File: src/rtl/parser_pkg.sv
// Shared definitions for the parser ingress path.
//   WORD_W           : width of one parser word
//   PARSER_MAX_WORDS : size of the parser output buffer, in words
//   arb_state_t      : ingress arbiter FSM states
package parser_pkg;

  localparam int WORD_W           = 32;
  localparam int PARSER_MAX_WORDS = 12;

  typedef enum logic [1:0] {
    ARB_IDLE  = 2'd0,
    ARB_FWD   = 2'd1,
    ARB_DRAIN = 2'd2
  } arb_state_t;

endpackage

File: src/rtl/rr_pick.sv
// Combinational round-robin picker.
// Scans req_i upward starting at ptr_i, wrapping at N, and returns the first
// requester found.
//   req_i     : request vector, one bit per source
//   ptr_i     : highest-priority index for this pick (must be < N)
//   gnt_oh_o  : one-hot grant (all zero when nothing requests)
//   gnt_idx_o : index of the granted source (0 when nothing requests)
//   any_o     : at least one request is set
module rr_pick #(
  parameter int N  = 4,
  parameter int IW = 2
) (
  input  logic [N-1:0]  req_i,
  input  logic [IW-1:0] ptr_i,
  output logic [N-1:0]  gnt_oh_o,
  output logic [IW-1:0] gnt_idx_o,
  output logic          any_o
);

  // One spare bit so ptr + offset cannot overflow before the wrap.
  logic [IW:0]   sum;
  logic [IW-1:0] sel;

  always_comb begin
    gnt_oh_o  = '0;
    gnt_idx_o = '0;
    any_o     = 1'b0;
    sum       = '0;
    sel       = '0;
    for (int i = 0; i < N; i++) begin
      sum = {1'b0, ptr_i} + (IW + 1)'(i);
      // Subtractive wrap keeps non-power-of-2 N correct.
      if (sum >= (IW + 1)'(N)) begin
        sum = sum - (IW + 1)'(N);
      end
      sel = sum[IW-1:0];
      if (!any_o && req_i[sel]) begin
        any_o          = 1'b1;
        gnt_oh_o[sel]  = 1'b1;
        gnt_idx_o      = sel;
      end
    end
  end

endmodule

File: src/rtl/parser_ingress_arbiter.sv
// Shares one packet parser between NUM_SRC ingress links, granting whole
// packets in round-robin order and forwarding words with no added latency.
// Packets longer than MAX_WORDS are truncated (par_last forced on the last
// forwarded word) and their remaining words are drained.
//
// Handshake: on every interface (src_* and par_*) a word moves on a cycle
// where val and ready are both 1; the sender holds data/val/last stable until
// that cycle. ready may depend combinationally on the other side's ready.
//
// Ports:
//   clk, reset_b  : clock, asynchronous active-low reset
//   src_data      : per-source words, source i at [32*i+31:32*i]
//   src_val       : per-source valid
//   src_last      : per-source last word of packet
//   src_ready     : per-source ready
//   par_data/val/last, par_ready : parser receive interface
//   grant_id      : current or most recent granted source
//   busy          : high while forwarding or draining
//   err_oversize  : one-cycle pulse after a packet was truncated
//   dbg_state     : FSM state (arb_state_t encoding)
module parser_ingress_arbiter
  import parser_pkg::*;
#(
  parameter int NUM_SRC   = 4,
  parameter int MAX_WORDS = PARSER_MAX_WORDS
) (
  input  logic                        clk,
  input  logic                        reset_b,
  input  logic [NUM_SRC*WORD_W-1:0]   src_data,
  input  logic [NUM_SRC-1:0]          src_val,
  input  logic [NUM_SRC-1:0]          src_last,
  output logic [NUM_SRC-1:0]          src_ready,
  output logic [WORD_W-1:0]           par_data,
  output logic                        par_val,
  input  logic                        par_ready,
  output logic                        par_last,
  output logic [$clog2(NUM_SRC)-1:0]  grant_id,
  output logic                        busy,
  output logic                        err_oversize,
  output logic [1:0]                  dbg_state
);

  localparam int GW = $clog2(NUM_SRC);
  localparam int CW = $clog2(MAX_WORDS + 1);

  arb_state_t    state_q, state_d;
  logic [GW-1:0] grant_q, grant_d;
  logic [GW-1:0] rr_ptr_q, rr_ptr_d;
  logic [CW-1:0] cnt_q, cnt_d;
  logic          err_q, err_d;

  logic [NUM_SRC-1:0] pick_oh;
  logic [GW-1:0]      pick_idx;
  logic               pick_any;

  rr_pick #(
    .N  (NUM_SRC),
    .IW (GW)
  ) u_rr_pick (
    .req_i     (src_val),
    .ptr_i     (rr_ptr_q),
    .gnt_oh_o  (pick_oh),
    .gnt_idx_o (pick_idx),
    .any_o     (pick_any)
  );

  // Signals of the currently granted source.
  logic              g_val;
  logic              g_last;
  logic [WORD_W-1:0] g_data;
  logic              at_limit;

  assign g_val    = src_val[grant_q];
  assign g_last   = src_last[grant_q];
  assign g_data   = src_data[WORD_W*int'(grant_q) +: WORD_W];
  // The word now presented would be the MAX_WORDS-th forwarded word.
  assign at_limit = (cnt_q == CW'(MAX_WORDS - 1));

  always_ff @(posedge clk or negedge reset_b) begin
    if (!reset_b) begin
      state_q  <= ARB_IDLE;
      grant_q  <= '0;
      rr_ptr_q <= '0;
      cnt_q    <= '0;
      err_q    <= 1'b0;
    end else begin
      state_q  <= state_d;
      grant_q  <= grant_d;
      rr_ptr_q <= rr_ptr_d;
      cnt_q    <= cnt_d;
      err_q    <= err_d;
    end
  end

  always_comb begin
    state_d   = state_q;
    grant_d   = grant_q;
    rr_ptr_d  = rr_ptr_q;
    cnt_d     = cnt_q;
    err_d     = 1'b0;
    src_ready = '0;
    par_val   = 1'b0;
    par_last  = 1'b0;
    par_data  = '0;

    unique case (state_q)
      ARB_IDLE: begin
        // Arbitration bubble: no word moves in this cycle.
        if (pick_any) begin
          grant_d  = pick_idx;
          rr_ptr_d = (pick_idx == GW'(NUM_SRC - 1)) ? '0 : pick_idx + GW'(1);
          cnt_d    = '0;
          state_d  = ARB_FWD;
        end
      end

      ARB_FWD: begin
        par_val            = g_val;
        par_last           = g_last | at_limit;
        par_data           = g_val ? g_data : '0;
        src_ready[grant_q] = par_ready;
        if (g_val && par_ready) begin
          if (cnt_q != CW'(MAX_WORDS)) begin
            cnt_d = cnt_q + CW'(1);
          end
          // A genuine last wins even when it lands exactly on the limit.
          if (g_last) begin
            state_d = ARB_IDLE;
          end else if (at_limit) begin
            err_d   = 1'b1;
            state_d = ARB_DRAIN;
          end
        end
      end

      ARB_DRAIN: begin
        // Swallow the rest of the truncated packet; parser sees nothing.
        src_ready[grant_q] = 1'b1;
        if (g_val && g_last) begin
          state_d = ARB_IDLE;
        end
      end

      default: begin
        state_d = ARB_IDLE;
      end
    endcase
  end

  assign grant_id     = grant_q;
  assign busy         = (state_q != ARB_IDLE);
  assign err_oversize = err_q;
  assign dbg_state    = state_q;

endmodule
File: config.mk
export PLATFORM = sky130hd
export DESIGN_NAME = parser_ingress_arbiter
export DESIGN_NICKNAME = d
export VERILOG_FILES = /design/src/rtl/parser_pkg.sv /design/src/rtl/rr_pick.sv /design/src/rtl/parser_ingress_arbiter.sv
export SDC_FILE = /design/constraint.sdc
export NUM_CORES = 1
export LEC_CHECK = 0
export BUFFER_PORTS_ARGS = -buffer_cell sky130_fd_sc_hd__buf_2
export CAP_MARGIN = 15
export CORE_UTILIZATION = 36
export DETAILED_ROUTE_END_ITERATION = 10
export HOLD_SLACK_MARGIN = 0.15
export PLACE_DENSITY = 0.89
export SETUP_SLACK_MARGIN = 0.2
export SYNTH_ARGS = -nofsm -noshare
export SYNTH_HDL_FRONTEND = slang
export SYNTH_HIERARCHICAL = 1
export SYNTH_SLANG_ARGS = --single-unit
export TNS_END_PERCENT = 5
File: constraint.sdc
create_clock -name clk -period 2.8 [get_ports clk]
set_clock_uncertainty 0.2 [all_clocks]
set_input_delay 0.28 -clock clk [delete_from_list [all_inputs] [get_ports clk]]
set_output_delay 0.28 -clock clk [all_outputs]
set_load 0.005 [all_outputs]
### Word level (Yosys, flattened, before mapping)

Index checks and enable logic that the tools add are counted.
Widths: inputs -> output; s select.

| storage, ports and cells | value |
|---|---|
| input bits | 139 |
| output and inout port bits | 44 |
| flip-flop bits (word level) | 11 |

| cells by class | value |
|---|---|
| bitwise gates (word level) | 2 |
| add/sub/neg operators | 9 |
| magnitude comparators | 10 |
| reduce and logical (&&, ||, !) cells | 15 |
| eq/ne operators | 10 |
| mux-type cells | 46 |
| shifts and indexed selects | 1 |

Operators by type and width:

| operator | count |
|---|---|
| $shiftx 128x8->32 | 1 |
| $mux 32 | 2 |
| $mux 2 | 14 |
| $mux 1 | 17 |
| $pmux 4 s2 | 2 |
| $lt 2x3->1 const B | 5 |
| $bmux 1 s2 | 6 |
| $mux 4 | 3 |
| $ge 3x3->1 const B | 3 |
| $ne 2x2->1 const B | 4 |
| $reduce_and 4->1 | 2 |
| $sub 2x1->2 const B | 4 |
| $add 2x2->3 const B | 2 |
| $logic_and 1x1->1 | 6 |
| $pmux 2 s3 | 1 |
| $add 4x1->4 const B | 1 |
| $and 4x4->4 | 1 |
| $eq 2x2->1 const B | 2 |
| $eq 4x4->1 const B | 1 |
| $ne 4x4->1 const B | 1 |
| $reduce_bool 2->1 | 2 |
| $add 2x1->3 const B | 1 |
| $ge 2x3->1 const B | 1 |
| $logic_not 1->1 | 3 |
| other kinds (8) | 8 |

### Longest topological paths before layout

| depth | value |
|---|---|
| depth in word-level cells | 16 |
| mapped depth | 11 |

### By module

Netlist, hierarchy kept.

Modules (own cells, without submodules):

| module | times used | seq. area each (um^2) | cells each | area an instance (um^2) |
|---|---|---|---|---|
| parser_ingress_arbiter | 1 | 275.3 | 161 | 1858.0 |
| rr_pick | 1 | 0.0 | 45 | 421.7 |

### Worst setup path after synthesis

No wires, ideal clock.

| timing path | value |
|---|---|
| path type | register -> register |
| from | reg rr_ptr_q[0] |
| to | reg rr_ptr_q[1] |
| buffers on the path | 2 |
| arrival | 2.518 ns |
| slack | -0.042 ns |
| period minus slack after synthesis | 2.842 ns |
| data required time | 2.475 ns |
| stages on the path, launching flop included | 11 |
| cells stage by stage | dfrtp_1 > buf_6 > inv_1 > ha_1 > mux4_2 > buf_6 > nor4b_4 > nor2_1 > a32o_1 > ha_1 > mux2_2 |

| on the way | value |
|---|---|
| cells in the longest elaborated chain, start to end | 16 |
| elaborated cells on any way between the ends | 41 |
| classes of those cells | add/sub: 8; order compare: 4; eq/ne: 1; mux: 21; reduce/logical: 7 |

RTL lines:

| element | RTL line | text |
|---|---|---|
| from (decl) | parser_ingress_arbiter.sv:48 | `logic [GW-1:0] rr_ptr_q, rr_ptr_d;` |
| from (signal assigned) | parser_ingress_arbiter.sv:89 | `rr_ptr_q <= rr_ptr_d;` |
| parallel branches: the longest is 13 deep, another holds $add 2x1->3 | n/a |  |
| $mux 2 * | rr_pick.sv:37 | `if (!any_o && req_i[sel]) begin` |
| named net pick_idx[1] | parser_ingress_arbiter.sv:53 | `logic [GW-1:0] pick_idx;` |
| $add 2x1->2 / $eq 2x2->1 (equally long branches) | parser_ingress_arbiter.sv:111 | `rr_ptr_d = (pick_idx == GW'(NUM_SRC - 1)) ? '0 : pick_idx + GW'(1);` |
| $mux 2 * | parser_ingress_arbiter.sv:111 |  |

Mark *: on every way through the listed nets, which the timed path passes. The select of a mux whose other input is x is not followed.
A chain may end at the register's enable or synchronous reset.

### Worst setup path after layout

| timing path | value |
|---|---|
| from | reg rr_ptr_q[1] |
| to | reg rr_ptr_q[1] |

Same word-level chain as after synthesis.

==> flow_summary.toml <==
[floorplanning]
std_cell_rows = 27
floorplan.initialDensity_pct = 38.1
chipWidth_um = 79.3
design.portCount = 183
die_h_um = 79.3
die_area_um2 = 6280
placeable_core_area_um2 = 5640

[clock_network]
tritoncts = "done"
cts.sinks = 11
cts.clk_slew.worst_paths_ns = 0.05
ctsRootBufferMaster = "clkbuf_8"
cts.path.max_buffers = 2
worst_skew_pair.late_latency_ns = 0.24
cts_buffers = 3
htreeDepth = 1

[timing]
slew-limit-headroom_pct = 64.9
upper_clock_frequency_limit_mhz = 386
timing.final.hold_violations = 0
max_slew.worst_pin.slew_ns = 0.527
final.setup.worst_slack_ns = 0.212
report.final.slew_viol_count = 0
setup_viol = 0
final.setup.tns_ns = 0
layout_min_cycle_time_ns = 2.59
rsz_0062_raised_after_global_routing = "true"
fraction_of_the_cycle_the_final_worst_path_needs_pct = 92.4

[worst_setup_path]
timing.critical_path.fanout_max = 5
critPathLaunchType = "flop"
r2r_slack_ns = 0.21
data_required_time_at_the_worst_endpoint_ns = 2.73
r2r_end = "rr_ptr_q[1]$_DFFE_PN0P_"
worst_r2r_path_depth = 6
cp_cell_instances = "mux4_1, nor2b_1, nor2_1, o31ai_2, ha_4, mux2_2"
path_class = "flop to flop"
worst_ep_arrival_time_ns = 2.51
critical_path.reg2reg.startpoint = "rr_ptr_q[1]$_DFFE_PN0P_"
worst_setup_path_end_kind = "flop"
cp_slowest_cell = "mux4_1"
critPathMaxStageDelay_ns = 0.70

[pwr]
internal-power_uw = 1620
total_leakage_power_uw = 0.00171
report.power.total_uw = 2930
power.ir.vdd_worst_uv = 506
pwr-share-seq_pct = 11.2
comb_power_share_pct = 83.2
switching_share_pct = 44.8
power_density_nw_per_um2 = 913
p_sw_uw = 1310
power.share.clock_pct = 5.5

[synthesis]
netlist_area_um2 = 2150
postSynthNetCount = 336
syn-instance-count = 190
mean_area_per_synthesized_cell_um2 = 11.3
yosysWarnings = 6

[run]
number_of_violations_of_the_max_capacitance_limit = 0

[grt]
first_global_vias = 2481
number_of_antenna_violations_at_the_first_check_in_global_routing = 0
grt_remaining_overflow = 0
grt_first_pass_wirelength_um = 11700
gr-usage-all-layers_pct = 24.1
grt_max_degree = 36

[route]
routed-via-count = 2463
drc = 0
drt-wirelength-per-cell_um = 17.5
vias_per_cell = 5.57
antenna_violation_net_count_after_detailed_routing = 0
route.final.wire_length_um = 7720
dr.pass1.iters = 4
drt_iter0_drc = 110

[layout]
final_cell_count_no_fill = 442
antenna_cells_inserted = 0
layout.nets = 517
layout-area-overhead-vs-synth_pct = 49.4
finish.utilization_pct = 56.9
fraction_of_final_layout_cells_sized_beyond_drive_strength_1_pct = 67.0

[hold_path]
hold_path.class = "primary input to asynchronous set/reset pin"

[place]
placement.setup.worst_slack_ns = 0.112
place.detailed.instances = 432
place.detailed.hpwl_um = 6240
place_congestion = 0.843
placement.io_buffers = 182

[status]
run_status = "finished clean"
## area by class of cell
type                    count  area, µm²
clock buffers               4       45.0
fillers                   500       2430
inverters                  11       41.3
multi-input cells         149       1730
flip-flops and latches     11        278
well taps                  72       90.1
repair buffers            195       1030
## metal layers
layer | vias up | wire length, µm | track usage [%]
met5 | - | 0 | 0
met4 | 0 | 203 | 8.36
met3 | 19 | 577 | 5.63
met2 | 132 | 4200 | 46.5
met1 | 1185 | 2740 | 25.0
li1 | 1127 | - | -
## through the flow
| step | cell area [µm²] | hold WS, ns |
|---|---|---|
| 3_5_place_dp | 3070 | -0.0350 |
| 5_1_grt | 3210 | 0.254 |
| 2_1_floorplan | 2160 | -0.216 |
| 4_1_cts | 3160 | 0.234 |
| 3_3_place_gp | 3070 | -0.0410 |
| 6_report | 3210 | 0.231 |
## what timing repair did
| action | CTS | global route |
|---|---|---|
| pin swaps | 0 | 3 |
| setup endpoints to repair | 7 | 8 |
| hold buffers | 1 | 0 |
| resized for setup | 5 | 6 |
| buffers inserted | 2 | 3 |
| hold endpoints to repair | 11 | 0 |
## layout by cell type (no fill, tap or decap), drive strengths merged
master,count
buf,194
mux4,38
and3,34
nand2,12
inv,11
nor2,11
dfrtp,11
ha,7
mux2i,6
nand2b,4
o2bb2ai,4
mux2,4
clkbuf,4
nor3,3
o21ai,3
a31oi,3
a21oi,2
o221ai,2
o31ai,2
nor4,2
nor3b,1
and2,1
and3b,1
o22a,1
o22ai,1
a32oi,1
nand3,1
dlygate4sd3,1
nor2b,1
and2b,1
nor4b,1
o211ai,1
a32o,1
## worst max path at each step
stage	startpoint	to	slack (ns)	cells after the start
floorplan	rr_ptr_q[0]$_DFFE_PN0P_	rr_ptr_q[1]$_DFFE_PN0P_	0.22	10
global placement	rr_ptr_q[1]$_DFFE_PN0P_	rr_ptr_q[1]$_DFFE_PN0P_	0.22	8
detailed placement	rr_ptr_q[1]$_DFFE_PN0P_	rr_ptr_q[1]$_DFFE_PN0P_	0.11	6
CTS	rr_ptr_q[0]$_DFFE_PN0P_	rr_ptr_q[1]$_DFFE_PN0P_	0.23	7
global route	rr_ptr_q[1]$_DFFE_PN0P_	rr_ptr_q[1]$_DFFE_PN0P_	0.12	6
finish	rr_ptr_q[1]$_DFFE_PN0P_	rr_ptr_q[1]$_DFFE_PN0P_	0.21	6
## sequential cells by signal, summed over array words and instances, names as in the netlist
name and count:
err_oversize 1, rr_ptr_q 2, dbg_state 2, cnt_q 4, grant_id 2
## critical path: cells and delay by family, from the launching register on
family                   cells  cell delay, ns
AND/OR/NAND/NOR              2            0.28
flip-flops                   1            0.39
adder cells (fa/ha/maj)      1            0.27
multiplexers                 2            0.95
AO/OA/AOI/OAI                1            0.38
## power groups by stage
stage	sequential [µW]	clock, µW	combinational (µW)
after floorplan	296	0	1770
after global placement	322	0	2190
after detailed placement	329	0	2270
after CTS	326	168	2340
after global routing	343	179	2640
final	329	162	2440
(Power assumes the default switching activity.)
